### config.mk
export PLATFORM = sky130hd
export DESIGN_NAME = reg_file_stk
export DESIGN_NICKNAME = d
export VERILOG_FILES = /design/src/rtl/reg_file_stk.sv
export SDC_FILE = /design/constraint.sdc
export NUM_CORES = 1
export LEC_CHECK = 0
export CAP_MARGIN = 20
export CORE_MARGIN = 3
export CORE_UTILIZATION = 35
export DETAILED_ROUTE_END_ITERATION = 12
export SYNTH_ARGS = -nofsm -noshare
export SYNTH_HDL_FRONTEND = slang
export SYNTH_SLANG_ARGS = --single-unit
### constraint.sdc
create_clock -name clk -period 2 [get_ports clk]
set_input_delay 0.2 -clock clk [delete_from_list [all_inputs] [get_ports clk]]
set_output_delay 0.2 -clock clk [all_outputs]
set_load 0.01 [all_outputs]
### src/rtl/reg_file_stk.sv
// reg_file_stk: parametrised general-purpose register file with two
// combinational read ports (A/B) and one synchronous write port. The top
// register (index NUM_REGS-1) is the hardware stack pointer (SP). It supports
// push/pop step control, bounds checking, sticky overflow/underflow flags and
// a live stack-depth output.
//
// Optional feature: define BYPASS_EN to enable write-to-read forwarding. A
// read port whose address matches an active write returns wr_data in the same
// cycle. On port A, the pop-read value (SP+1) still takes precedence over the
// forwarded data.
module reg_file_stk #(
  parameter int                DATA_W   = 8,
  parameter int                NUM_REGS = 4,
  parameter logic [DATA_W-1:0] SP_RESET = {DATA_W{1'b1}},
  parameter logic [DATA_W-1:0] SP_FLOOR = '0,
  localparam int               AW       = $clog2(NUM_REGS)
) (
  input  logic              clk,
  input  logic              rst,
  input  logic              we,
  input  logic [AW-1:0]     wr_addr,
  input  logic [DATA_W-1:0] wr_data,
  input  logic [AW-1:0]     ra_addr,
  input  logic [AW-1:0]     rb_addr,
  input  logic              sp_inc,
  input  logic              sp_dec,
  input  logic              flt_clr,
  output logic [DATA_W-1:0] ra_data,
  output logic [DATA_W-1:0] rb_data,
  output logic [DATA_W-1:0] sp_value,
  output logic [DATA_W-1:0] depth,
  output logic              stk_ovf,
  output logic              stk_unf
);

  localparam logic [AW-1:0] SP_IDX = AW'(NUM_REGS - 1);

  // SP lives in the top slot, so reads of SP_IDX need no special case.
  logic [DATA_W-1:0] regs [NUM_REGS];
  logic [DATA_W-1:0] sp;
  logic [DATA_W-1:0] sp_next;
  logic              ovf_hit;
  logic              unf_hit;

  assign sp       = regs[SP_IDX];
  assign sp_value = sp;
  assign depth    = SP_RESET - sp;

  // Resolve the next SP value and any new fault, highest priority first.
  always_comb begin
    // NOTE: every always_comb output gets a default first so no latch is inferred.
    sp_next = sp;
    ovf_hit = 1'b0;
    unf_hit = 1'b0;
    if (we && wr_addr == SP_IDX) begin
      sp_next = wr_data;
    end else if (sp_inc && sp_dec) begin
      sp_next = sp;
    end else if (sp_inc) begin
      if (sp == SP_RESET) unf_hit = 1'b1;
      else                sp_next = sp + DATA_W'(1);
    end else if (sp_dec) begin
      if (sp == SP_FLOOR) ovf_hit = 1'b1;
      else                sp_next = sp - DATA_W'(1);
    end
  end

  // Register array, SP and sticky fault flags; reset overrides every operation.
  always_ff @(posedge clk) begin
    if (rst) begin
      // NOTE: the register array is reset explicitly because software relies on R0..Rn-2 reading zero.
      for (int i = 0; i < NUM_REGS - 1; i++) regs[i] <= '0;
      regs[SP_IDX] <= SP_RESET;
      stk_ovf      <= 1'b0;
      stk_unf      <= 1'b0;
    end else begin
      // NOTE: sequential state uses non-blocking assignments so all flops update together.
      if (we && wr_addr != SP_IDX) regs[wr_addr] <= wr_data;
      regs[SP_IDX] <= sp_next;
      stk_ovf      <= ovf_hit | (stk_ovf & ~flt_clr);
      stk_unf      <= unf_hit | (stk_unf & ~flt_clr);
    end
  end

  // Combinational read ports, with optional forwarding and the pop-read override.
  always_comb begin
    ra_data = regs[ra_addr];
    rb_data = regs[rb_addr];
`ifdef BYPASS_EN
    if (we && wr_addr == ra_addr) ra_data = wr_data;
    if (we && wr_addr == rb_addr) rb_data = wr_data;
`else
`endif
    if (ra_addr == SP_IDX && sp_inc) ra_data = sp + DATA_W'(1);
  end

endmodule

# Word level (Yosys, flattened, before mapping)
# Memories as Yosys holds them, arrays and structs flattened.
# Index checks and enable logic that the tools add are counted.
# word_totals
register_bits	2
mem_bits_rw	32
in_bits	20
elab_cells	48
mem_count	1
# mem_list
name	depth	width	read_ports	rd_ports_with_merged_regs	wr	line_no	rtl
regs	4	8	3	0	4	39	logic [DATA_W-1:0] regs [NUM_REGS];
# classes
n_addsub	3
eq_ne	4
muxes	26
bitwise	6
n_reduce_logical	6
# ops
op	count
8-bit two-way mux	9
1-bit two-way mux	16
8-bit by 1-bit adder with 8-bit output, second input constant	1
8-bit equality test, second input constant	1
8-bit logical NOT	1
8-bit OR reduction	1
8-bit by 1-bit subtractor with 8-bit output, second input constant	1
8-bit subtractor, first input constant	1
2-bit equality test, second input constant	2
1-bit logical AND	4
1-bit bitwise OR	3
1-bit AND	2
2-bit two-way mux	1
2-bit != test, second input constant	1
1-bit inverter	1

# Logic depth before layout (Yosys ltp)
# logic_depth
depth_word	7
depth_mapped	6

# Least setup slack after synthesis
# OpenSTA, ideal clock, no wires.
# synth_path
kind	reg-to-reg
start	mem regs[3][3]
end	mem regs[3][0], enable pin
t_arrival_ns	1.988
t_required_ns	1.711
setup_slack_ns	-0.278
path_stages_with_launch	6
synth_period_minus_slack_ns	2.278
cell_sequence	edfxtp_1 buf_6 or4_4 nor4b_4 nor3b_1 a2111o_1
# synth_lines
item	line_no
from (decl)	39

==> results.ini <==
[setup_path]
crit_buf_inv=1
rr_startpoint=regs[3][2]$_DFFE_PP_
cp_max_fo=8
cpPeakStageDelay_ns=0.47
end_kind=flop
path_class=reg2reg
crit_family=simple AND/OR/NAND/NOR gates
rrSetupSlack_ns=-0.08
critPathArrivalTime_ns=2.09
critPathRequiredTime_ns=2.01
cp_slowest_cell=a2111o_2
rr_endpoint=regs[3][3]$_DFFE_PP_
cp_cell_sequence=buf_4 > or4_4 > nor4b_4 > nor3b_1 > a2111o_2
reg2regPathDepth=5
start_kind=flop
path_depth=5

[worst_hold_path]
hold_path_depth=2
hold_path_end=stk_ovf$_SDFF_PP0_
worstHoldPathType=reg2reg
min_from=stk_ovf$_SDFF_PP0_

[synth]
synth-warning-count=0
yosys.area_share.simple_pct=18.0
syn-num-nets=211
synth_seq_area_share_pct=44.8
synth_ff_type=edfxtp_1
synth_adder_area_share_pct=1.68
synth_compound_area_share_pct=8.13
synthCells=188
synth_top_cell_by_area=edfxtp_1
synth_edf_count=32
syn_avg_cell_area_um2=11.9
synth_top_area_share_pct=43.0
synthXorXnorAreaFrac_pct=5.10
ys_seq_elements=34
muxShareOfSynthArea_pct=17.4
synthTopCellsByArea=edfxtp_1 (43%), mux4_2 (14%), and2_1 (6.7%)
synthArstFlopShare_pct=0
yosysUniqueCellTypes=39
synth_area_mm2=0.00223
synth_top_family_by_area=simple AND/OR/NAND/NOR gates

[cts]
cts-buffers-inserted=5
path_clk_slew_ns=0.07
cts.htree.levels=2
postCtsHoldBufs=0
clockBufferDepth=2
clock_latency_ns=0.29
cts_sinks=34
ctsRootBufferMaster=clkbuf_8
tritoncts=done

[finish]
fin_cells=351
nNetsFinal=298
drive_above_1_share_pct=29.7
area_growth_pct=43.4
final_core_utilization_pct=52.8
final_area_mm2=0.00320
num_antenna_cells=0
fillers=541

[power]
p_leak_nw=1.26
powerDensity_mw_per_mm2=654
ir_drop_mv=0.311
power_mw=2.10

[global_route]
grt_max_degree=12
grt_pass1_vias=1857
grt_overflow=0
grt_first_pass_wirelength_mm=9.62
antenna_found_initial=0
track_usage_pct=17.2

[drt]
drt_iter0_markers=103
vias_per_cell=5.19
wl_per_cell_um=17.4
drc=0
antenna_left=0
vias=1823
drt-total-wl_mm=6.12
firstDrtPassIters=6

[placed_design]
place_hpwl_mm=4.51
dpl.cell_count=330
placedInstanceArea_mm2=0.00303
dp_slack_ns=-0.315
gp_congestion=0.834
place.port_buffers=53

[timing]
hold_slack_ns=0.477
layout_setup_ws_ns=-0.0791
hold_viol_final=0
fmax_mhz=481
fin_crit_ns=2.08
max-slew-margin-rel_pct=74.7
rsz0062_at_grt=true
drv_slew=0
tns_ns=-0.582
finalCritPeriodShare_pct=104
skew_ns=0.00920
finalSetupViolCount=8
tightest_slew_ns=0.375

[run_status]
outcome=finished with violations
violations=negative setup slack

[floorplanning]
die_x_um=85.9
initial_utilization_pct=36.8
io_pins=54
core_mm2=0.00606
rows=28
die-area_mm2=0.00737
die_h_um=85.9

[run]
cap_viol_max_count=0

final cells by class:
cell class,instances,area [um^2],share of cell area [%]
Multi-Input combinational cell,129,1140,35.7
Sequential cell,34,1000,31.3
Timing Repair Buffer,96,845,26.4
Tap cell,75,93.8,2.93
Clock buffer,5,68.8,2.15
Inverter,9,33.8,1.06
Clock inverter,3,16.3,0.508
power by group:
group	leakage [nW]	internal, mW	switching, mW	total (mW)
combinational	0.894	0.395	0.330	0.725
sequential	0.320	0.841	0.0290	0.870
clock	0.0416	0.238	0.262	0.500
what timing repair did:
| item | 4_1_cts | 5_1_grt |
|---|---|---|
| pin swaps | 0 | 1 |
| hold endpoints to repair | 0 | 0 |
| endpoints found under the setup margin | 24 | 16 |
| setup buffers | 11 | 2 |
| gates resized for setup | 27 | 15 |
metal layers:
metal	share of wire, %	wire length [um]	track usage [%]	vias up
li1	-	-	-	868
met1	44	2690	22.7	881
met2	48	2970	28.5	69
met3	6.9	425	4.23	5
met4	0.65	40	4.32	0
met5	0	0	0	-
layout by cell type (no fill, tap or decap), types with 3 or more instances in the layout:
cell type | synthesis | layout
a211o_1 | 3 | 3
a21oi_1 | 7 | 7
and2_1 | 24 | 24
buf_4 | 0 | 40
clkbuf_2 | 0 | 5
clkbuf_8 | 0 | 5
clkdlybuf4s50_1 | 0 | 35
dlygate4sd2_1 | 0 | 11
edfxtp_1 | 32 | 32
inv_1 | 9 | 7
mux4_2 | 14 | 14
nand2_1 | 8 | 8
nand2b_1 | 4 | 4
nand3_1 | 6 | 6
nor2_1 | 9 | 9
o21ai_0 | 10 | 8
or2_2 | 3 | 3
or3_1 | 3 | 3
xnor2_1 | 11 | 11
Yosys cell counts, drive strengths merged (4+ instances only):
library cell and number:
xnor2 11, nor2 9, clkbuf 9, mux4 16, inv 9, buf 7, a21oi 7, edfxtp 32
and2 24, nand3 6, o21ai 10, nand2 8, nand2b 4
how the worst max path moves through the flow:
stage                                    start              endpoint
after floorplan           regs[3][4]$_DFFE_PP_  regs[3][0]$_DFFE_PP_
after global placement              ra_addr[0]            ra_data[1]
after detailed placement            ra_addr[0]            ra_data[1]
after CTS                 regs[3][4]$_DFFE_PP_  regs[3][3]$_DFFE_PP_
after global routing      regs[3][4]$_DFFE_PP_  regs[3][3]$_DFFE_PP_
final                     regs[3][2]$_DFFE_PP_  regs[3][3]$_DFFE_PP_
sequential cells by signal, indices dropped and copies added (netlist names):
signal	flops
stk_unf	1
regs	32
stk_ovf	1
cell families (layout without fill, tap and decap cells):
| group | after synthesis | count (layout) |
|---|---|---|
| buffers and inverters | 25 | 113 |
| AO/OA/AOI/OAI | 28 | 28 |
| XOR/XNOR | 13 | 13 |
| adder cells (fa/ha/maj) | 3 | 3 |
| AND/OR/NAND/NOR | 67 | 67 |
| multiplexers | 18 | 18 |
| flip-flops | 34 | 34 |
tightest hold or removal path, delay by kind of cell (launching register included):
family / cells / cell delay (ns)
AOI/OAI and AO/OA: 1 / 0.05
and+or+nand+nor: 1 / 0.06
DFF: 1 / 0.31
No activity file was read; power rests on OpenSTA's default activity.
==> variant 1: new RTL, config.mk and constraints unchanged <==
Set the parameter `NUM_REGS` to 2 (it was 4).
--- a/src/rtl/reg_file_stk.sv
+++ b/src/rtl/reg_file_stk.sv
@@ -10,7 +10,7 @@
 // forwarded data.
 module reg_file_stk #(
   parameter int                DATA_W   = 8,
-  parameter int                NUM_REGS = 4,
+  parameter int                NUM_REGS = 2,
   parameter logic [DATA_W-1:0] SP_RESET = {DATA_W{1'b1}},
   parameter logic [DATA_W-1:0] SP_FLOOR = '0,
   localparam int               AW       = $clog2(NUM_REGS)
Ports: changed (resized ra_addr, rb_addr and wr_addr); port bits go from 54 to 51. No check against the original RTL was run, so the function may have changed too.
==> variant 1 against the unedited design <==
  * Area after synthesis shrank 41%
  * Sequential cell count is 16 lower
  * Routed wire length shrank 34%
  * First-iteration DRC count fell by 47%
  * Design area down 33%
  * Via count decreased by 29%
  * Power fell by 38%
  * Setup slack gained 0.14 ns
  * Fmax grew 7.4%
  * Combinational power down 24%
  * Synthesized cell count is 24% lower
  * Count of clock-buffer cells in the layout is 2 lower
  * Non-clock buffer count is 19 lower
==> variant 1: results (changes against the unedited design) <==
outcome=finished, final reports clean; Synth cell types=36 (-7.7%); CTS buffer count=3 (-2); largest registers=regs: 16 flops, stk_ovf: 1 flops, stk_unf: 1 flops; GRT Total Usage=0.197 (+0.0243); largest net degree at the start of global routing=17 (+5); Placed Cells=253 (-23%); I/O Buffers=50 (-5.7%); Max-slew headroom=0.585 (-0.161); most frequent cells after synthesis=16 x edfxtp_1, 14 x nand2_1, 13 x a21oi_1, 13 x nor2_1, 12 x xnor2_1; Post-Syn Instances=143 (-24%); DR WL met2=2020 µm (-32%); drt first-iter violations=55 (-47%); post-DP HPWL=3090 µm (-32%); # fillers=307 (-43%); Synth Net Count=163 (-23%); post-synthesis sequential area ratio=0.394 (-0.0545); WL met1=1740 µm (-35%); layout cells sized above 1=0.247 (-0.0506); pre-CTS setup slack=-0.262 ns (+0.0533 ns); vias in the first global route=1435 (-23%); Layout Cells excl Fill=261 (-26%); synth top area cells=edfxtp_1 36%, xnor2_1 8.0%, mux2_2 6.8%; first-pass GRT wire length=6650 µm (-31%); via count=1300 (-29%); initial cell density of the core=0.378 (+0.00980); Net Sw Power=0.408 mW (-34%); Wirelength per Cell=15.6 µm (-11%); gp weighted congestion=0.857 (+2.7%); CP max FO=5 (-3)
-- variant 1: cell count changes after synthesis, moves of 5 or more --
cell	delta
nand3_1	-5
mux4_2	-14
edfxtp_1	-16
o21ai_0	-5
mux2_2	+7
and2_1	-15
a21oi_1	+6
nand2_1	+6
-- variant 1: cells by family after synthesis --
family | synth area share
flops | 0.394
mux | 0.0758
simple gates | 0.210
xor+xnor | 0.0862
compound gates | 0.135
fa+ha+maj | 0.0284
buf+inv | 0.0701
-- variant 1: timing repair --
action                                  4_1_cts  5_1_grt
pin swaps                                     1        6
endpoints found under the setup margin        7       14
buffers inserted                              3        3
resized for setup                            10       15
-- variant 1: final cells by class --
type,instances,area share
clock inverter,1,0.00176
tap,46,0.0270
clock buffer,3,0.0194
multi-input combinational,105,0.350
timing repair buffer,77,0.335
inverter,11,0.0217
sequential,18,0.244
-- variant 1: final timing paths --
path | slack [ns] | start | endpoint
worst max-delay path | 0.06 | regs[1][1] | regs[1][5]
worst min-delay path | 0.54 | stk_ovf | stk_ovf
worst max register to register | 0.06 | regs[1][1] | regs[1][5]
worst min register to register | 0.54 | stk_ovf | stk_ovf
-- variant 1: power by group through the flow --
stage,clock (mW),combinational [mW],sequential (mW)
after global placement,0,0.536,0.480
after floorplan,0,0.238,0.492
final,0.272,0.550,0.474
after CTS,0.276,0.539,0.473
after detailed placement,0,0.538,0.482
after global routing,0.290,0.600,0.479
-- variant 1: per-layer routing --
layer  vias up  GRT usage
li1        641          -
met1       603      0.239
met2        45      0.345
met3        11     0.0333
met4         0     0.0759
met5         -          0
-- variant 1: through the flow --
| stage | util | hold WS [ns] | area (µm²) |
|---|---|---|---|
| 2_1_floorplan | - | 0.272 | 1320 |
| 4_1_cts | 0.597 | 0.543 | 2090 |
| 3_3_place_gp | 0.580 | 0.475 | 2030 |
| 6_report | 0.609 | 0.537 | 2130 |
| 3_5_place_dp | 0.580 | 0.526 | 2030 |
| 5_1_grt | 0.609 | 0.581 | 2130 |
-- variant 1: critical path, cell delays in order (launching register included) --
cell and delay (ns):
edfxtp_1 0.42, ha_2 0.22, nand4_1 0.11, buf_4 0.17, buf_4 0.14, nor4_4 0.26, buf_4 0.16, o21ai_2 0.06
buf_4 0.17
==> variant 2: new RTL, config.mk and constraints unchanged <==
Made on the original files. Make the reset (`rst`) asynchronous in one clocked block.
--- a/src/rtl/reg_file_stk.sv
+++ b/src/rtl/reg_file_stk.sv
@@ -66,7 +66,7 @@
   end
 
   // Register array, SP and sticky fault flags; reset overrides every operation.
-  always_ff @(posedge clk) begin
+  always_ff @(posedge clk or posedge rst) begin
     if (rst) begin
       // NOTE: the register array is reset explicitly because software relies on R0..Rn-2 reading zero.
       for (int i = 0; i < NUM_REGS - 1; i++) regs[i] <= '0;
Check against the original RTL: differs if rst is asserted again (counterexample within 4 cycles, from zero or initial values and one cycle with rst high); with rst held inactive, the same outputs for 10 cycles.
==> variant 2 against the unedited design <==
  * Routed wire length rose by 4.7%
  * Core utilization rose by 0.70 points
  * Design area rose by 2.5%
  * Setup slack improved by 0.12 ns
  * Clock skew fell by 0.0055 ns
  * Count of clock-buffer cells in the layout rose by 2
  * First-iteration DRC count rose by 49%
  * Register-to-register slack improved by 0.15 ns
  * Sequential cell count did not move
  * Area after synthesis rose by 3.1%
  * Critical endpoint is now ra_data[0]
  * Largest cell class unchanged
  * Highest routed layer unchanged
Power is not compared: it rests on default switching activity, and its combinational part moved more than twofold at a synthesized area within 25%.
==> variant 2: results (changes against the unedited design) <==
Post-Route Skew=0.00371 ns (-0.00549 ns); final WL=6410 µm (+4.7%); multiplexer share of the synthesized area=0.282 (+0.108); post-DP HPWL=4950 µm (+9.6%); Synth cell types=42 (+7.7%); Int Pwr=2.28 mW; R2R Setup Slk=0.07 ns (+0.15 ns); GRT Total Usage=0.179 (+0.00663); layout cells sized above 1=0.418 (+0.121); post-synthesis area per instance=11.1 µm² (-6.4%); CTS Root Cell=clkbuf_8; CP max FO=6 (-2); Max-slew headroom=0.653 (-0.0935); Synth Area in Adders=0.0163 (-0.000503); Reg2Reg Capture Point=sp_value[5]; # fillers=543 (+0.37%); Compound-Gate Fraction of Synth Area=0.0745 (-0.00678); via count=1942 (+6.5%); Top FF cell, synth=dfrtp_1; Via density=5.29 (+1.9%); outcome=finished, final reports clean; Hold/Removal Path Class=primary input to asynchronous set/reset pin; first-pass GRT wire length=10300 µm (+7.5%); synth top area cells=dfrtp_1 28%, mux4_2 15%, mux2_2 12%; critical path endpoint=ra_data[0]; total iterations of the first detailed-routing run=4 (-2); slowest CP cell=dfstp_2; Max Root-Sink Buffers=2 (unchanged); largest reg by FF count=regs; post-synthesis sequential area ratio=0.374 (-0.0743); gp weighted congestion=0.824 (-1.3%); Nets=314 (+5.4%); crit-path max cell delay=0.55 ns (+0.08 ns); Seq group=1.04 mW; Placed Cells=358 (+8.5%); largest net degree at the start of global routing=35 (+23); most frequent cells after synthesis=26 x dfrtp_1, 25 x mux2_2, 15 x mux4_2, 15 x nor2_1, 14 x nand2_1; Largest register FFs=24 (-25%); vias in the first global route=2022 (+8.9%); crit path DAT=1.76 ns (-0.33 ns); PD cells=1070 nW/µm²; GR Util met1=0.237 (+0.0105); clk_lat worst skew=0.29 ns (about the same); Synth Net Count=230 (+9.0%); n_diodes=0 (unchanged); DP Area=3140 µm² (+3.6%); XOR/XNOR share of the synthesized area=0.0413 (-0.00968); final hold slack=0.309 ns (-0.167 ns); met3 Use GR=0.0284 (-0.0139); Reg2Reg Depth=7 (+2); Critical Path Source=sp_value[0]; asr flop ratio synth=1.00 (+1.00); drt first-iter violations=153 (+49%); M2 GR Usage=0.295 (+0.0102)
## variant 2: changes by cell type after synthesis, sizes merged, moves of 4 or more
cell	change
nor2	+6
dfstp	+8
and2	-23
nand2	+6
inv	+4
edfxtp	-32
a31oi	+5
buf	+7
dfrtp	+26
mux2	+24
## variant 2: kinds of logic after synthesis
group	after synthesis
buffers and inverters	34
AND/OR/NAND/NOR	56
adder cells (fa/ha/maj)	3
multiplexers	43
flip-flops	34
AO/OA/AOI/OAI	27
XOR/XNOR	10
## variant 2: per-stage QoR
stage          utilization  worst slack (ns)
2_1_floorplan            -            0.0311
4_1_cts              0.526           -0.0830
5_1_grt              0.535           -0.0286
6_report             0.535            0.0369
3_5_place_dp         0.513            -0.275
3_3_place_gp         0.513            -0.278
## variant 2: area by class of cell
class | instances | area (µm²) | area share
well taps | 75 | 93.8 | 0.0286
multi-input cells | 139 | 1300 | 0.395
clock buffers | 7 | 86.3 | 0.0263
inverters | 13 | 48.8 | 0.0149
repair buffers | 98 | 891 | 0.271
clock inverters | 1 | 5.00 | 0.00152
flip-flops and latches | 34 | 861 | 0.262
## variant 2: what timing repair did
action | in CTS | in global routing
gates cloned | 0 | 0
pin swaps | 1 | 4
setup buffers | 0 | 2
gates resized for setup | 43 | 19
setup endpoints to repair | 16 | 14
hold endpoints to repair | 0 | 0
## variant 2: worst max-delay path, delay by kind of cell, from the launching register on
kind | cells | cell delay [ns]
multiplexers | 1 | 0.50
XOR/XNOR | 1 | 0.06
flip-flops | 1 | 0.55
buffers and inverters | 3 | 0.36
## variant 2: layer usage
metal | up-vias | share of wire
met5 | - | 0
met2 | 53 | 0.51
met1 | 968 | 0.42
met3 | 14 | 0.048
met4 | 0 | 0.025
li1 | 907 | -
